$ cat src/rtl/sram_ctrl.sv
// Request front-end for the single-port SRAM: an in-order command queue feeding
// registered WE/RD/Addr/dataIn pulses, with read data returned as one-cycle responses.
module sram_ctrl #(
  parameter  int DAT    = 4,
  parameter  int DPTH   = 4,
  parameter  int QDEPTH = 4,
  localparam int ADDR_W = $clog2(DPTH)
) (
  input  logic              clk,
  input  logic              rst,
  input  logic              req_valid,
  output logic              req_ready,
  input  logic              req_wr,
  input  logic [ADDR_W-1:0] req_addr,
  input  logic [DAT-1:0]    req_data,
  output logic              rsp_valid,
  output logic [DAT-1:0]    rsp_data,
  output logic              busy,
  output logic [DAT-1:0]    sram_din,
  input  logic [DAT-1:0]    sram_dout,
  output logic [ADDR_W-1:0] sram_addr,
  output logic              sram_we,
  output logic              sram_rd
);

  localparam int PW = $clog2(QDEPTH);
  localparam int CW = $clog2(QDEPTH + 1);

  typedef struct packed {
    logic              wr;
    logic [ADDR_W-1:0] addr;
    logic [DAT-1:0]    data;
  } req_t;

  typedef enum logic [1:0] {IDLE, RD_WAIT, RD_CAP} state_t;

  req_t          q_mem [QDEPTH];
  logic [PW-1:0] wr_ptr, rd_ptr;
  logic [CW-1:0] count;
  logic          push, pop;
  req_t          head;

  state_t            state, state_nxt;
  logic              we_nxt, rd_nxt, rsp_valid_nxt;
  logic [ADDR_W-1:0] addr_nxt;
  logic [DAT-1:0]    din_nxt, rsp_data_nxt;

  assign req_ready = !rst && (count < CW'(QDEPTH));
  assign push      = req_valid && req_ready;
  assign head      = q_mem[rd_ptr];
  assign busy      = (count != '0) || (state != IDLE);

  // NOTE: queue storage carries no reset; count and pointers alone decide which entries are live.
  always_ff @(posedge clk) begin
    if (push) q_mem[wr_ptr] <= '{wr: req_wr, addr: req_addr, data: req_data};
  end

  // NOTE: all sequential state uses <= so every register updates from pre-edge values.
  always_ff @(posedge clk) begin
    if (rst) begin
      wr_ptr <= '0;
      rd_ptr <= '0;
      count  <= '0;
    end else begin
      if (push) wr_ptr <= wr_ptr + PW'(1);
      if (pop)  rd_ptr <= rd_ptr + PW'(1);
      unique case ({push, pop})
        2'b10:   count <= count + CW'(1);
        2'b01:   count <= count - CW'(1);
        default: count <= count;
      endcase
    end
  end

  // Pop only looks at the registered count, so a freshly pushed entry waits one edge.
  // NOTE: every signal assigned here gets a default first, so no latch can be inferred.
  always_comb begin
    state_nxt     = state;
    pop           = 1'b0;
    we_nxt        = 1'b0;
    rd_nxt        = 1'b0;
    addr_nxt      = sram_addr;
    din_nxt       = sram_din;
    rsp_valid_nxt = 1'b0;
    rsp_data_nxt  = rsp_data;
    unique case (state)
      IDLE: begin
        if (count != '0) begin
          pop      = 1'b1;
          addr_nxt = head.addr;
          if (head.wr) begin
            we_nxt  = 1'b1;
            din_nxt = head.data;
          end else begin
            rd_nxt    = 1'b1;
            state_nxt = RD_WAIT;
          end
        end
      end
      RD_WAIT: state_nxt = RD_CAP;
      RD_CAP: begin
        rsp_valid_nxt = 1'b1;
        rsp_data_nxt  = sram_dout;
        state_nxt     = IDLE;
      end
      default: state_nxt = IDLE;
    endcase
  end

  always_ff @(posedge clk) begin
    if (rst) begin
      state     <= IDLE;
      sram_we   <= 1'b0;
      sram_rd   <= 1'b0;
      sram_addr <= '0;
      sram_din  <= '0;
      rsp_valid <= 1'b0;
      rsp_data  <= '0;
    end else begin
      state     <= state_nxt;
      sram_we   <= we_nxt;
      sram_rd   <= rd_nxt;
      sram_addr <= addr_nxt;
      sram_din  <= din_nxt;
      rsp_valid <= rsp_valid_nxt;
      rsp_data  <= rsp_data_nxt;
    end
  end

endmodule
$ cat config.mk
export PLATFORM = sky130hd
export DESIGN_NAME = sram_ctrl
export DESIGN_NICKNAME = d
export VERILOG_FILES = /design/src/rtl/sram_ctrl.sv
export SDC_FILE = /design/constraint.sdc
export NUM_CORES = 1
export LEC_CHECK = 0
export CAP_MARGIN = 25
export CORE_MARGIN = 1.5
export CORE_UTILIZATION = 52
export DETAILED_ROUTE_END_ITERATION = 12
export PLACE_DENSITY_LB_ADDON = 0.12
export SKIP_LAST_GASP = 1
export SLEW_MARGIN = 20
export SYNTH_ARGS = -nofsm -noshare
export SYNTH_HDL_FRONTEND = slang
export SYNTH_SLANG_ARGS = --single-unit
$ cat constraint.sdc
create_clock -name clk -period 2.6 [get_ports clk]
set_input_delay 0.52 -clock clk [delete_from_list [all_inputs] [get_ports clk]]
set_output_delay 0.52 -clock clk [all_outputs]
set_load 0.05 [all_outputs]
==> qor.csv, run 1 <==
stage,metric,value,unit
clock_network,later-pin clock latency in the skew report,0.30,ns
logic_synthesis,Syn Inst Count,144,
logic_synthesis,mean area per synthesized cell,14.3,sq um
floorplanning,count of pins on the block boundary,29,
placed_design,post-DP HPWL,2470,microns
setup_path,Reg2Reg Capture Point,count[2],
power,switching power as a share of total power,35.5,%
detailed_routing,number of nets with antenna violations after detailed routing,0,
sta,maximum clock rate,0.419,GHz
sta,setup tns final,0,ns
floorplanning,initial core utilization,55.0,%
global_route,overflow left after global routing,0,
logic_synthesis,number of enable flip-flop cells after synthesis,28,
power,overall power consumption,2.58,mW
global_route,global-route wire length before repair,5660,microns
setup_path,R2R depth,9,
detailed_routing,vias after detailed routing,1214,
cells_and_area,final cell count without fillers,225,
setup_path,highest net fanout along the worst path,4,
power,combinational fraction of design power,37.4,%
setup_path,CP max stage delay,0.71,ns
sta,worst slew slack as a fraction of its limit,65.9,%
detailed_routing,wire per inst,15.4,microns
global_route,pin count of the biggest net entering global routing,29,
global_route,via count of the first global-routing pass,1242,
min_path,count of cells along the worst hold path,1,
detailed_routing,number of vias per cell,5.40,
cells_and_area,fraction of final layout cells sized beyond drive strength 1,8.47,%
sta,share of the clock period used by the worst path,91.8,%
floorplanning,Core Region,3740,sq um
floorplanning,die outline width,65.9,microns
clock_network,register clock-pin slew on the reported worst setup and hold paths,0.09,ns
logic_synthesis,top cells by area in the synthesized netlist,"edfxtp_1 (41%), dfxtp_1 (23%), mux4_1 (7.7%)",
power,internal power,1.66,mW
logic_synthesis,post-synthesis register bit count,52,
logic_synthesis,Syn Std Cell Area,2060,sq um
setup_path,slowest cell on the critical path,clkdlybuf4s50_1,
placed_design,gp weighted congestion,0.757,
placed_design,dpl cells,217,
clock_network,clock net sink count,52,
min_path,source of the worst hold timing path,state[1],
detailed_routing,total detailed-routing wirelength,3480,microns
detailed_routing,Residual DRC,0,
power,sequential fraction of design power,42.0,%
sta,unrepaired setup endpoints after global routing,no,
job,max-cap viol count,0,
setup_path,kind of cell adding the most delay to the critical path,buffers and inverters,
logic_synthesis,number of unique standard cell types used by synthesis,28,
setup_path,required time worst endpoint,2.08,ns
setup_path,worst reg-to-reg setup slack,0.29,ns
logic_synthesis,cell with the most instances after synthesis,edfxtp_1,
outcome,outcome,"finished, final reports clean",
logic_synthesis,yosys warns,0,
setup_path,ordered cell list for the critical path,"nor2_1, buf_4, nand2_1, clkdlybuf4s50_1",
floorplanning,number of rows in the core area,22,
sta,final hold slack,0.467,ns
power,Sw Pwr,0.917,mW
detailed_routing,iteration-0 DRC count of the detailed router,36,
global_route,total global-route track usage,18.0,%
clock_network,Inserted Clock Buffers,5,
logic_synthesis,top_reg_cell synth,edfxtp_1,
clock_network,hold buffer count at CTS,0,
setup_path,Critical R2R Launch,count[2],
logic_synthesis,cell type with the largest total area after synthesis,edfxtp_1,
sta,total count of max-transition violations in the final report,0,
sta,number of hold-slack violations in the final timing report,0,
clock_network,CTS H-Tree Depth,2,
power,cell leakage power,0.903,nW
clock_network,clock tree from TritonCTS,done,
sta,Final setup violation count,0,
clock_network,Longest Clk Path Bufs,2,
floorplanning,Die Ht,65.9,microns
logic_synthesis,top cell type's share of synthesized area,40.9,%
placed_design,number of input and output port buffers inserted,28,
logic_synthesis,sequential share of the synthesized area,64.2,%
sta,transition time of the tightest slew-check pin,0.510,ns
logic_synthesis,Post-Synthesis Net Count,164,
min_path,hold-critical path endpoint,state[1],
setup_path,CP endpoint kind,primary output,
floorplanning,overall die area,4340,sq um
power,largest vdd supply drop,0.000510,V
logic_synthesis,async set-reset flop share out of synthesis,0,%
power,power share of the clock group,20.6,%
cells_and_area,# nets final,196,
setup_path,CP arrival,1.87,ns
cells_and_area,synth-to-layout area growth,22.1,%
min_path,hold crit path type,flip-flop to flip-flop,
setup_path,startpoint type of the worst setup path,flip-flop,
sta,final critical-path required period,2.39,ns
setup_path,kind of critical path,flip-flop to primary output,
clock_network,CTS Root Cell,clkbuf_8,
global_route,number of antenna violations at the first check in global routing,0,
setup_path,buffer and inverter count on the worst path,2,
detailed_routing,TritonRoute pass-1 iters,4,
sta,final setup skew,0.00991,ns
power,Power per Cell Area,1030,nW/um^2
logic_synthesis,"top cells by count, synth","edfxtp_1 (28), dfxtp_1 (24), nor2_1 (10)",
cells_and_area,# diodes,0,
==> power groups by stage <==
| stage | logic (mW) | registers (mW) | clock network [mW] |
|---|---|---|---|
| final | 0.964 | 1.08 | 0.531 |
| after global routing | 1.04 | 1.10 | 0.576 |
| after CTS | 0.965 | 1.08 | 0.535 |
| after detailed placement | 0.957 | 1.10 | 0 |
| after global placement | 0.920 | 1.09 | 0 |
| after floorplan | 0.566 | 1.21 | 0 |
==> logic make-up after synthesis <==
logic type / synth area share (%)
xor gates and xnor gates: 1.28
adders and majority gates: 4.01
AOI/OAI and AO/OA: 3.40
buffers and inverters: 2.92
and+or+nand+nor: 11.5
muxes: 12.6
DFF: 64.2
==> flip-flops by register name (all words and copies together) (netlist names), named ones only <==
| name | count |
|---|---|
| rsp_data | 4 |
| rsp_valid | 1 |
| rd_ptr | 2 |
| sram_din | 4 |
| state | 2 |
| q_mem | 28 |
| sram_addr | 2 |
| count | 3 |
| wr_ptr | 2 |
| sram_we | 1 |
| sram_rd | 1 |
==> area by class of cell <==
type / count / area [sq um]
clock buffers: 6 / 72.6
clock inverters: 2 / 35.0
fillers: 291 / 1230
inverters: 8 / 30.0
multi-input cells: 78 / 682
flip-flops and latches: 52 / 1320
well taps: 48 / 60.1
repair buffers: 31 / 313
==> worst max-delay path by stage <==
stage | startpoint | to | slack, ns | depth (start not counted)
after floorplan | state[1] | count[2] | 0.54 | 9
after global placement | rst | count[2] | 0.23 | 9
after detailed placement | rst | count[2] | 0.16 | 9
after CTS | count[2] | busy | 0.04 | 3
after global routing | state[1] | busy | 0.12 | 4
final | state[1] | busy | 0.21 | 4
==> what timing repair did <==
item,4_1_cts,5_1_grt
setup endpoints to repair,0,1
setup buffers,0,0
resized for setup,0,1
==> placed cells by master, fill, tap and decap left out, drive strengths merged, types with 4 or more instances in the layout <==
cell type      instances
nand3                  4
mux2i                  8
mux4                   7
clkdlybuf4s50         27
o21ai                  4
edfxtp                28
inv                    8
a21oi                  7
dfxtp                 24
and2                   4
nand2b                 8
nor2                  10
buf                    4
ha                     5
clkbuf                 6
==> metal layers <==
| metal | vias up | GRT usage [%] | routed length, microns |
|---|---|---|---|
| li1 | 582 | - | - |
| met1 | 605 | 22.9 | 1570 |
| met2 | 21 | 29.7 | 1780 |
| met3 | 6 | 5.45 | 93 |
| met4 | 0 | 5.47 | 30 |
| met5 | - | 0 | 0 |
==> per-stage QoR <==
stage               utilization, %  setup slack, ns  cell area, sq um
floorplan                        -            0.535              2060
detailed placement            64.1            0.158              2400
global placement              64.1            0.230              2400
CTS                           67.0           0.0437              2510
finish                        67.1            0.213              2510
global route                  67.1            0.119              2510
==> worst reg2reg max path, cell delays in order, from the launching register on <==
cell and delay (ns):
dfxtp_1 0.44, or3_1 0.30, nand2_1 0.16, inv_1 0.11, ha_1 0.19, inv_1 0.06, fa_1 0.38, xor2_1 0.16
or3_1 0.31, a21oi_1 0.14
(Power assumes the default switching activity.)
==> run 2: changes to the inputs <==
- SKIP_CTS_REPAIR_TIMING: unset -> 1
==> results of run 2 <==
Same layout as run 1: the final DEF is identical, and so are final timing and power.
==> run 3: changes to the inputs <==
- DONT_BUFFER_PORTS: unset -> 1
==> qor.csv, run 3 (synthesis results as in run 1) <==
stage,metric,value,unit,change
outcome,outcome,"finished, final reports clean",,
floorplanning,die outline width,65.9,microns,unchanged
clock_network,Inserted Clock Buffers,5,,unchanged
min_path,hold crit path type,input pin to flip-flop,,
power,overall power consumption,2.41,mW,-6.6%
detailed_routing,number of nets with antenna violations after detailed routing,0,,unchanged
cells_and_area,"top library cells by usage in the layout, fill and taps aside","edfxtp_1 (28), dfxtp_1 (24), nor2_1 (10)",,
clock_network,clock tree from TritonCTS,done,,
sta,share of the clock period used by the worst path,85.3,%,-6.5 points
job,max-cap viol count,0,,unchanged
cells_and_area,Largest register FFs,28,,unchanged
detailed_routing,Residual DRC,0,,unchanged
power,Power per Cell Area,1090,nW/um^2,+6.0%
setup_path,CP max stage delay,0.44,ns,-0.27 ns
placed_design,post-DP HPWL,2200,microns,-11%
clock_network,Longest Clk Path Bufs,2,,unchanged
setup_path,CP arrival,2.46,ns,+0.59 ns
setup_path,ordered cell list for the critical path,"or3_1, nand2_1, inv_1, ha_1, inv_1, fa_1, xor2_1, or3_1, a21oi_1",,
cells_and_area,number of filler cells placed in the layout,314,,+7.9%
floorplanning,number of rows in the core area,22,,unchanged
global_route,number of antenna violations at the first check in global routing,0,,unchanged
global_route,global-route wire length before repair,5220,microns,-7.8%
detailed_routing,TritonRoute pass-1 iters,4,,unchanged
sta,Final setup violation count,0,,unchanged
cells_and_area,# diodes,0,,unchanged
clock_network,clock net sink count,52,,unchanged
cells_and_area,"Most flops, register",q_mem,,
placed_design,area after detailed placement,2100,sq um,-12%
detailed_routing,wire per inst,16.1,microns,+4.1%
floorplanning,Core Region,3740,sq um,unchanged
setup_path,kind of critical path,flip-flop to flip-flop,,
global_route,overflow left after global routing,0,,unchanged
global_route,pin count of the biggest net entering global routing,30,,+3.4%
sta,total count of max-transition violations in the final report,0,,unchanged
setup_path,CP endpoint kind,flip-flop,,
clock_network,later-pin clock latency in the skew report,0.30,ns,about the same
clock_network,CTS H-Tree Depth,2,,unchanged
cells_and_area,# nets final,167,,-15%
sta,worst slew slack as a fraction of its limit,61.2,%,-4.7 points
placed_design,number of input and output port buffers inserted,0,,-100%
sta,transition time of the tightest slew-check pin,0.577,ns,+0.0676 ns
floorplanning,overall die area,4340,sq um,unchanged
detailed_routing,number of vias per cell,5.47,,+1.4%
global_route,via count of the first global-routing pass,1082,,-13%
setup_path,slowest cell on the critical path,dfxtp_1,,
cells_and_area,"most common cell after layout, fill and taps aside",edfxtp_1,,
global_route,total global-route track usage,16.9,%,-1.1 points
floorplanning,Die Ht,65.9,microns,unchanged
cells_and_area,synth-to-layout area growth,7.60,%,
setup_path,required time worst endpoint,2.84,ns,+0.76 ns
sta,final setup skew,0.00425,ns,-0.00566 ns
floorplanning,initial core utilization,55.0,%,unchanged
power,cell leakage power,0.783,nW,-13%
floorplanning,count of pins on the block boundary,29,,unchanged
sta,final critical-path required period,2.22,ns,-0.168 ns
detailed_routing,total detailed-routing wirelength,3150,microns,-9.3%
placed_design,gp weighted congestion,0.736,,-2.8%
power,largest vdd supply drop,0.000514,V,+0.75%
clock_network,register clock-pin slew on the reported worst setup and hold paths,0.09,ns,about the same
setup_path,highest net fanout along the worst path,6,,+2
detailed_routing,vias after detailed routing,1072,,-12%
sta,maximum clock rate,0.451,GHz,+7.6%
clock_network,CTS Root Cell,clkbuf_8,,
cells_and_area,final design instance area without fill,2210,sq um,-12%
setup_path,startpoint type of the worst setup path,flip-flop,,
cells_and_area,registers with the most flip-flops,"q_mem: 28 flops, rsp_data: 4 flops, sram_din: 4 flops",,
sta,setup tns final,0,ns,unchanged
sta,number of hold-slack violations in the final timing report,0,,unchanged
setup_path,kind of cell adding the most delay to the critical path,simple AND/OR/NAND/NOR gates,,
setup_path,buffer and inverter count on the worst path,2,,unchanged
detailed_routing,iteration-0 DRC count of the detailed router,73,,+100%
sta,unrepaired setup endpoints after global routing,no,,
cells_and_area,fraction of final layout cells sized beyond drive strength 1,8.78,%,+0.31 points
==> run 3: per-layer routing <==
metal	vias to the layer above	track usage, %	wire [microns]
met3	7	5.11	165
li1	519	-	-
met1	525	21.3	1380
met2	21	26.3	1540
met4	0	8.59	68
met5	-	0	0
==> run 3: final cells by class <==
cell class              instances  area, sq um  area share (%)
well taps                      48         60.1            2.71
flip-flops and latches         52         1320            59.7
multi-input cells              78          677            30.6
clock inverters                 3         42.5            1.92
clock buffers                   5         68.8            3.11
inverters                       8         30.0            1.36
repair buffers                  2         15.0           0.678
==> run 3: final timing paths <==
kind	start	endpoint	slack [ns]	cells after the start
hold / removal	rst	rd_ptr[0]	0.28	1
setup reg to reg	count[2]	count[2]	0.38	9
setup / recovery	count[2]	count[2]	0.38	9
hold reg to reg	state[1]	state[1]	0.47	1
==> run 3: per-stage QoR <==
step                      hold WS [ns]  instances  util (%)  setup WS, ns
after floorplan                  0.428        144         -         0.535
after global placement           0.442        188      56.2         0.544
after detailed placement         0.455        188      56.2         0.387
after CTS                        0.268        196      59.2         0.362
final                            0.279        196      59.2         0.381
after global routing             0.266        196      59.2         0.196
==> run 3: report_power, final <==
part / switching [mW] / internal, mW
registers: 0.257 / 0.987
logic: 0.360 / 0.263
clock network: 0.257 / 0.284
total: 0.874 / 1.53
